## config.mk

```make
export PLATFORM = sky130hd
export DESIGN_NAME = anita3_event_header_writer
export DESIGN_NICKNAME = d
export VERILOG_FILES = /design/src/rtl/anita3_evt_defs.sv /design/src/rtl/anita3_evt_occupancy.sv /design/src/rtl/anita3_event_header_writer.sv
export SDC_FILE = /design/constraint.sdc
export NUM_CORES = 1
export LEC_CHECK = 0
export CORE_MARGIN = 10
export CORE_UTILIZATION = 40
export DETAILED_ROUTE_END_ITERATION = 10
export PLACE_DENSITY = 0.8
export SLEW_MARGIN = 20
export SYNTH_ARGS = -nofsm -noshare
export SYNTH_HDL_FRONTEND = slang
export SYNTH_HIERARCHICAL = 1
export SYNTH_SLANG_ARGS = --single-unit
```

## constraint.sdc

```tcl
create_clock -name clk33_i -period 4.2 [get_ports clk33_i]
set_input_delay 0.42 -clock clk33_i [delete_from_list [all_inputs] [get_ports clk33_i]]
set_output_delay 0.42 -clock clk33_i [all_outputs]
set_load 0.02 [all_outputs]
```

## src/rtl/anita3_evt_defs.sv

```systemverilog
// anita3_evt_defs
//   Shared definitions for the event header writer: header word indices,
//   word count, FSM state encodings, buffer-half address bit and the
//   latched trigger record type.
//   Optional feature macro: ANITA3_EVT_CHECKSUM_EN (adds checksum word 9).
package anita3_evt_defs;

  localparam int unsigned BUF_ADDR_BIT = 6;

  localparam logic [3:0] W_HDR    = 4'd0;
  localparam logic [3:0] W_EVT_LO = 4'd1;
  localparam logic [3:0] W_EVT_HI = 4'd2;
  localparam logic [3:0] W_PPS    = 4'd3;
  localparam logic [3:0] W_CLK_LO = 4'd4;
  localparam logic [3:0] W_CLK_HI = 4'd5;
  localparam logic [3:0] W_L3     = 4'd6;
  localparam logic [3:0] W_PHI    = 4'd7;
  localparam logic [3:0] W_DEAD   = 4'd8;
  localparam logic [3:0] W_CKSUM  = 4'd9;

`ifdef ANITA3_EVT_CHECKSUM_EN
  localparam logic [3:0] NW         = W_CKSUM + 4'd1;
  localparam logic       CKSUM_FLAG = 1'b1;
`else
  // Without the checksum the header stops just before the checksum slot.
  localparam logic [3:0] NW         = W_CKSUM;
  localparam logic       CKSUM_FLAG = 1'b0;
`endif

  localparam logic [3:0] W_LAST = NW - 4'd1;

  localparam logic [1:0] ST_IDLE  = 2'b00;
  localparam logic [1:0] ST_WRITE = 2'b01;
  localparam logic [1:0] ST_DONE  = 2'b10;

  typedef struct packed {
    logic [31:0] evt_num;
    logic [15:0] pps_num;
    logic [31:0] clk_count;
    logic [15:0] l3_pattern;
    logic [15:0] phi_mask;
    logic [15:0] deadtime;
  } evt_rec_t;

endpackage

```

## src/rtl/anita3_evt_occupancy.sv

```systemverilog
// anita3_evt_occupancy
//   Counts buffer halves holding unread events (0..2).
//   Ports:
//     clk33_i, rst_i  clock, async active-high reset
//     inc             writer finished an event (done pulse)
//     dec             reader released a half
//     occupancy       current count
//     full_nxt        count will be 2 after this edge (feeds registered ready)
//     release_err     sticky: release seen while count was 0
module anita3_evt_occupancy (
  input  logic       clk33_i,
  input  logic       rst_i,
  input  logic       inc,
  input  logic       dec,
  output logic [1:0] occupancy,
  output logic       full_nxt,
  output logic       release_err
);

  logic [1:0] occ_q;
  logic [1:0] occ_nxt;
  logic       dec_ok;

  // A release with nothing stored is ignored (and flagged), so a coincident
  // done at count 0 still increments.
  assign dec_ok = dec && (occ_q != 2'd0);

  always_comb begin
    occ_nxt = occ_q;
    unique case ({inc, dec_ok})
      2'b10:   occ_nxt = (occ_q == 2'd2) ? 2'd2 : occ_q + 2'd1;
      2'b01:   occ_nxt = occ_q - 2'd1;
      default: occ_nxt = occ_q;
    endcase
  end

  always_ff @(posedge clk33_i or posedge rst_i) begin
    if (rst_i) begin
      occ_q       <= '0;
      release_err <= 1'b0;
    end else begin
      occ_q <= occ_nxt;
      if (dec && (occ_q == 2'd0))
        release_err <= 1'b1;
    end
  end

  assign occupancy = occ_q;
  assign full_nxt  = (occ_nxt == 2'd2);

endmodule

```

## src/rtl/anita3_event_header_writer.sv

```systemverilog
// anita3_event_header_writer
//   Accepts one trigger record per event (valid/ready), writes it as fixed
//   16-bit header words into the current ping-pong half (addr bit 6), then
//   pulses event_done_o and toggles the half. Stalls while both halves hold
//   unread events.
//   Ports: clk33_i/rst_i (async active-high); evt_valid_i/evt_ready_o record
//   handshake with field inputs evt_num_i..deadtime_i; event_wr_addr_o,
//   event_wr_dat_o, event_wr_o RAM write port; event_done_o end-of-event pulse;
//   buf_release_i reader release; occupancy_o, release_err_o status.
//   Optional feature macro: ANITA3_EVT_CHECKSUM_EN (word 9 = sum of words 0..8).
module anita3_event_header_writer #(
  parameter logic [7:0] HDR_VERSION = 8'h03
) (
  input  logic        clk33_i,
  input  logic        rst_i,
  input  logic        evt_valid_i,
  output logic        evt_ready_o,
  input  logic [31:0] evt_num_i,
  input  logic [15:0] pps_num_i,
  input  logic [31:0] clk_count_i,
  input  logic [15:0] l3_pattern_i,
  input  logic [15:0] phi_mask_i,
  input  logic [15:0] deadtime_i,
  output logic [7:0]  event_wr_addr_o,
  output logic [15:0] event_wr_dat_o,
  output logic        event_wr_o,
  output logic        event_done_o,
  input  logic        buf_release_i,
  output logic [1:0]  occupancy_o,
  output logic        release_err_o
);
  import anita3_evt_defs::*;

  logic [1:0]  state;
  logic [3:0]  word;
  logic        half_sel;
  logic        ready_q;
  logic        full_nxt;
  logic        accept;
  logic        done_pulse;
  logic [15:0] word_dat;
  evt_rec_t    rec;
`ifdef ANITA3_EVT_CHECKSUM_EN
  logic [15:0] cksum_q;
`endif

  assign accept     = evt_valid_i && ready_q;
  assign done_pulse = (state == ST_DONE);

  anita3_evt_occupancy u_occ (
    .clk33_i     (clk33_i),
    .rst_i       (rst_i),
    .inc         (done_pulse),
    .dec         (buf_release_i),
    .occupancy   (occupancy_o),
    .full_nxt    (full_nxt),
    .release_err (release_err_o)
  );

  // ready is registered so it stays low through reset and rises on the first
  // edge after; it is recomputed from next-cycle occupancy whenever the FSM
  // will sit in IDLE, so it always equals (IDLE && occupancy<2) afterwards.
  always_ff @(posedge clk33_i or posedge rst_i) begin
    if (rst_i) begin
      state    <= ST_IDLE;
      word     <= '0;
      half_sel <= 1'b0;
      ready_q  <= 1'b0;
      rec      <= '0;
`ifdef ANITA3_EVT_CHECKSUM_EN
      cksum_q  <= '0;
`endif
    end else begin
      ready_q <= 1'b0;
      case (state)
        ST_IDLE: begin
          if (accept) begin
            rec.evt_num    <= evt_num_i;
            rec.pps_num    <= pps_num_i;
            rec.clk_count  <= clk_count_i;
            rec.l3_pattern <= l3_pattern_i;
            rec.phi_mask   <= phi_mask_i;
            rec.deadtime   <= deadtime_i;
            word           <= W_HDR;
            state          <= ST_WRITE;
`ifdef ANITA3_EVT_CHECKSUM_EN
            cksum_q        <= '0;
`endif
          end else begin
            ready_q <= !full_nxt;
          end
        end
        ST_WRITE: begin
          word <= word + 4'd1;
`ifdef ANITA3_EVT_CHECKSUM_EN
          cksum_q <= cksum_q + word_dat;
`endif
          if (word == W_LAST)
            state <= ST_DONE;
        end
        ST_DONE: begin
          half_sel <= ~half_sel;
          state    <= ST_IDLE;
          ready_q  <= !full_nxt;
        end
        default: state <= ST_IDLE;
      endcase
    end
  end

  always_comb begin
    word_dat = '0;
    case (word)
      W_HDR:    word_dat = {HDR_VERSION, 6'b0, CKSUM_FLAG, half_sel};
      W_EVT_LO: word_dat = rec.evt_num[15:0];
      W_EVT_HI: word_dat = rec.evt_num[31:16];
      W_PPS:    word_dat = rec.pps_num;
      W_CLK_LO: word_dat = rec.clk_count[15:0];
      W_CLK_HI: word_dat = rec.clk_count[31:16];
      W_L3:     word_dat = rec.l3_pattern;
      W_PHI:    word_dat = rec.phi_mask;
      W_DEAD:   word_dat = rec.deadtime;
`ifdef ANITA3_EVT_CHECKSUM_EN
      W_CKSUM:  word_dat = cksum_q;
`endif
      default:  word_dat = '0;
    endcase
  end

  always_comb begin
    event_wr_o      = (state == ST_WRITE);
    event_done_o    = done_pulse;
    evt_ready_o     = ready_q;
    event_wr_dat_o  = '0;
    event_wr_addr_o = '0;
    if (state == ST_WRITE) begin
      event_wr_dat_o               = word_dat;
      event_wr_addr_o[5:0]         = {2'b00, word};
      event_wr_addr_o[BUF_ADDR_BIT] = half_sel;
    end else if (state == ST_DONE) begin
      event_wr_addr_o[BUF_ADDR_BIT] = half_sel;
    end
  end

endmodule

```

# Word-level counts from Yosys, hierarchy flattened
# Index checks and enable logic that the tools add are counted.
# op_classes
n_addsub	3
n_mul	0
bitwise_logic	1
n_lt_le_gt_ge	0
shifts	0
reduce_logical	12
n_div	0
mux	14
n_eq_ne	16
# ops
cell	n
case mux 16 bit (9 select lines)	1
== test 4 x 3 -> 1 bit, second input constant	4
two-way mux 16 bit	1
== test 2 bit, second input constant	4
== test 4 x 2 -> 1 bit, second input constant	2
two-way mux 4 bit	2
case mux 2 bit (2 select lines)	2
case mux 4 bit (2 select lines)	1
two-way mux 2 bit	3
AND reduction 2 bit	3
adder 4 x 1 -> 4 bit, second input constant	1
== test 2 x 1 -> 1 bit, second input constant	2
== test 4 x 1 -> 1 bit, second input constant	1
== test 4 bit, second input constant	1
logical NOT 2 bit	2
logical NOT 4 bit	1
nonzero test 2 bit	2
logical AND 1 bit	3
two-way mux 1 bit	3
adder 2 x 1 -> 2 bit, second input constant	1
!= test 2 x 1 -> 1 bit, second input constant	1
!= test 2 bit, second input constant	1
case mux 1 bit (2 select lines)	1
subtractor 2 x 1 -> 2 bit, second input constant	1
other kinds (2)	2
# totals
memories	0
latch_bits	0
rom_bits	0
output_inout_bits	30
mem_bits_rw	0
in_bits	132
wordCells	58
ff_bits	139

# Depth between registers and ports, before layout
# depth
depth_word	8
ltp_mapped	9
ltp_nobuf	9

# By module
# Netlist, hierarchy kept.
# modules_own_cells
module	area_per_inst_um2	seq_area_each_um2	n_inst	cells_per_inst
anita3_event_header_writer	6153.4	3403.3	1	716
anita3_evt_occupancy	221.5	75.1	1	23

# Worst setup path after synthesis
# No wires, ideal clock.
# synth_path
path_type	reg2out
start	register word[0]
end	output port event_wr_dat_o[7]
path_buffers	3
arrival_ns	1.800
required_time_ns	3.780
path_slack_ns	1.980
stages_incl_launch_ff	9
cell_sequence	dfrtp_1 inv_1 ha_1 clkbuf_1 and2_4 buf_6 buf_6 a22oi_1 a41oi_1
# synth_between
elab_chain_len	3
word_cells_on_any_way	11
classes_between	eq/ne (8); mux (2); reduce/logical (1)
# synth_rtl
item	line_no	rtl
start: declaration	anita3_event_header_writer.sv:35	logic [3:0] word;
start signal: assignment	anita3_event_header_writer.sv:94	word <= word + 4'd1;
== test 4 bit, or another cell as far along	anita3_event_header_writer.sv:113	case (word)
case mux 16 bit (9 select lines) *	anita3_event_header_writer.sv:113	
two-way mux 16 bit *	anita3_event_header_writer.sv:136	if (state == ST_WRITE) begin
end: declaration	anita3_event_header_writer.sv:25	output logic [15:0] event_wr_dat_o,
# Mark *: on every way between the ends. The rest lies on a longest branch, timed or not.

# Worst setup path in the final report
# layout_path
start	register word[2]
end	output port event_wr_dat_o[15]
# Same word-level chain as after synthesis.

==> out/results.ini <==
[pwr]
pwr-share-clk_pct=25.6
pwr-share-seq_pct=39.4
power_frac_comb_pct=35.0
peakVddDrop_mv=0.354
internal-power_w=0.00385
p_switching_w=0.00238
p_per_area_nw_per_um2=718
switching_share_pct=38.2
leakagePower_nw=4.15

[clock_tree]
cts_root_buf=clkbuf_16
cts_tree=yes
clk_pin_slew_worst_paths_ns=0.06
postCtsResizedCells=0
cts_hold_buf=0
cts_setup_buffers=0
cts_buffer_depth=2
cts_sinks=139
cts_made_buffers=17
cts_max_level=4
clkLatencyLatePin_ns=0.43

[die]
start_util_pct=40.4
dieArea_um2=21400
die_y_um=146
dieWidth_um=146
core_um2=15800
rows=46
io_pins=162

[sta]
relSlewSlack_pct=42.2
finalSetupTns_ns=0
timing.hold.ws_ns=0.249
worst_pin_slew_ns=0.863
clock_skew_ns=0.00680
slew_viol_final=0
fmax_mhz=271
rsz0062_at_grt=false
hold_viol_final=0
fin_ws_ns=0.506
min_period_ns=3.69
finalSetupViolations=0
period_share_pct=88.0

[detailed_routing]
antenna_left=0
dr_total_vias=5588
met2_length_um=9170
via_per_inst=5.05
drtIter0Drc=596
dr_wl_met3_um=1780
drt-met1-wl_um=8940
drc_errors=0
wl_um=20600
first_pass_iters=8
wl_per_cell_um=18.6
topRoutingLayerUsed=met4

[yosys]
ys_ff_latch=139
yosys_most_used_dff=dfrtp_1
postSynthAreaPerCell_um2=8.63
synth-edff-count=0
synth_area_leaders=dfrtp_1 (55%), nand2_1 (23%), a22oi_1 (5.2%)
synth_common_cells=nand2_1 (393), dfrtp_1 (139), a22oi_1 (44)
synth_largest_area_cell=dfrtp_1
ys_seq_area_share_pct=54.6
synth_warnings=6
synthCells=739
ys_types=41
synth_top_area_share_pct=54.6
ys_async_sr_fraction_pct=100
syn_area_um2=6370
synth_most_common_cell=nand2_1

[critical_path]
timing.rr.start=evt_ready_o$_DFF_PP0_
critPathCaptureType=output pin
cp.required_ns=3.78
critPathLaunch=word[2]$_DFFE_PP0P_
critPathMaxFanout=19
crit_arrival_ns=3.27
start_kind=register
timing_worst_setup_path_type=reg2out

[job]
cap_violations=0

[place]
gp_congestion=0.918
dpl.hpwl_um=14900
dp_slack_ns=1.02
io_buffers=158

[global_route]
grt_overflow=0
antenna_found_initial=1
grt_max_degree=101
grt_use_total_pct=19.0
grt_pass1_vias=5671
grt_pass1_wl_um=31800

[run_status]
outcome=complete, no violations

[cells_and_area]
area_growth_pct=36.3
nNetsFinal=1016
layout-drive-gt1-share_pct=5.74

[min_path]
min_path_type=in2async

==> power by group through the flow <==
stage	clock network (W)	registers [W]	logic, W
after floorplan	0	0.00223	0.00149
after global placement	0	0.00245	0.00209
after detailed placement	0	0.00243	0.00216
after CTS	0.00161	0.00243	0.00219
after global routing	0.00167	0.00250	0.00242
final	0.00160	0.00246	0.00218
==> layer usage <==
layer  vias to the layer above  track usage [%]
met5                         -                0
met4                         0             7.91
met3                        40             6.00
met2                       259             28.1
met1                      2622             25.1
li1                       2667                -
==> area by class of cell <==
class,instances,area [um^2]
diodes,1,2.50
inverters,12,47.5
fillers,1404,7080
clock buffers,18,439
flip-flops and latches,139,3480
well taps,216,270
multi-input cells,543,2610
repair buffers,163,1640
clock inverters,14,194
==> final timing paths <==
| kind | to | depth (start not counted) | slack (ns) |
|---|---|---|---|
| max reg2reg | word[2]$_DFFE_PP0P_ | 5 | 2.21 |
| max in group asynchronous | rec[98]$_DFFE_PP0P_ | 3 | 2.82 |
| min in group clk33_i | u_occ/release_err$_DFFE_PP0P_ | 1 | 0.45 |
| max | event_wr_dat_o[15] | 5 | 0.51 |
| min reg2reg | u_occ/release_err$_DFFE_PP0P_ | 1 | 0.45 |
| min | u_occ/release_err$_DFFE_PP0P_ | 2 | 0.25 |
==> layout by cell type, fill, tap and decap left out, types with 4 or more instances in the layout <==
master,netlist,final
clkinvlp_4,0,5
inv_1,12,11
clkdlybuf4s50_1,0,158
a21oi_1,9,9
o21ai_0,6,6
and2_1,5,5
clkbuf_16,0,17
bufinv_16,0,4
nand2_1,393,393
nor2_1,10,10
nand2b_1,7,7
a22oi_1,44,44
a41oi_1,10,10
dfrtp_1,139,139
mux2i_1,7,7
ha_1,8,8
==> registers in the layout (all words and copies together) (netlist names) <==
| signal | cells |
|---|---|
| u_occ/occupancy | 2 |
| word | 4 |
| rec | 128 |
| u_occ/release_err | 1 |
| state | 2 |
| evt_ready_o | 1 |
| half_sel | 1 |
==> critical path, stage by stage (launching register included) <==
cell             delay [ns]
dfrtp_1                0.84
nor2b_4                0.34
and2_1                 0.52
a22oi_1                0.14
a41oi_1                0.34
clkdlybuf4s50_1        0.67
==> kinds of logic after synthesis <==
family,share of synthesized area [%]
AOI/OAI and AO/OA,10.8
xor gates and xnor gates,0.137
adders and majority gates,1.57
buffers and inverters,4.81
DFF,54.6
muxes,1.28
other,0.0588
and+or+nand+nor,26.8
==> through the flow <==
stage	cell area, um^2	power [W]	util, %	std cells
after floorplan	6380	0.00372	-	741
after global placement	8050	0.00453	51.0	1073
after detailed placement	8050	0.00459	51.1	1073
after CTS	8680	0.00623	55.1	1105
after global routing	8690	0.00659	55.1	1106
final	8690	0.00623	55.1	1106
Note: power is estimated with default switching activity, not from simulation.
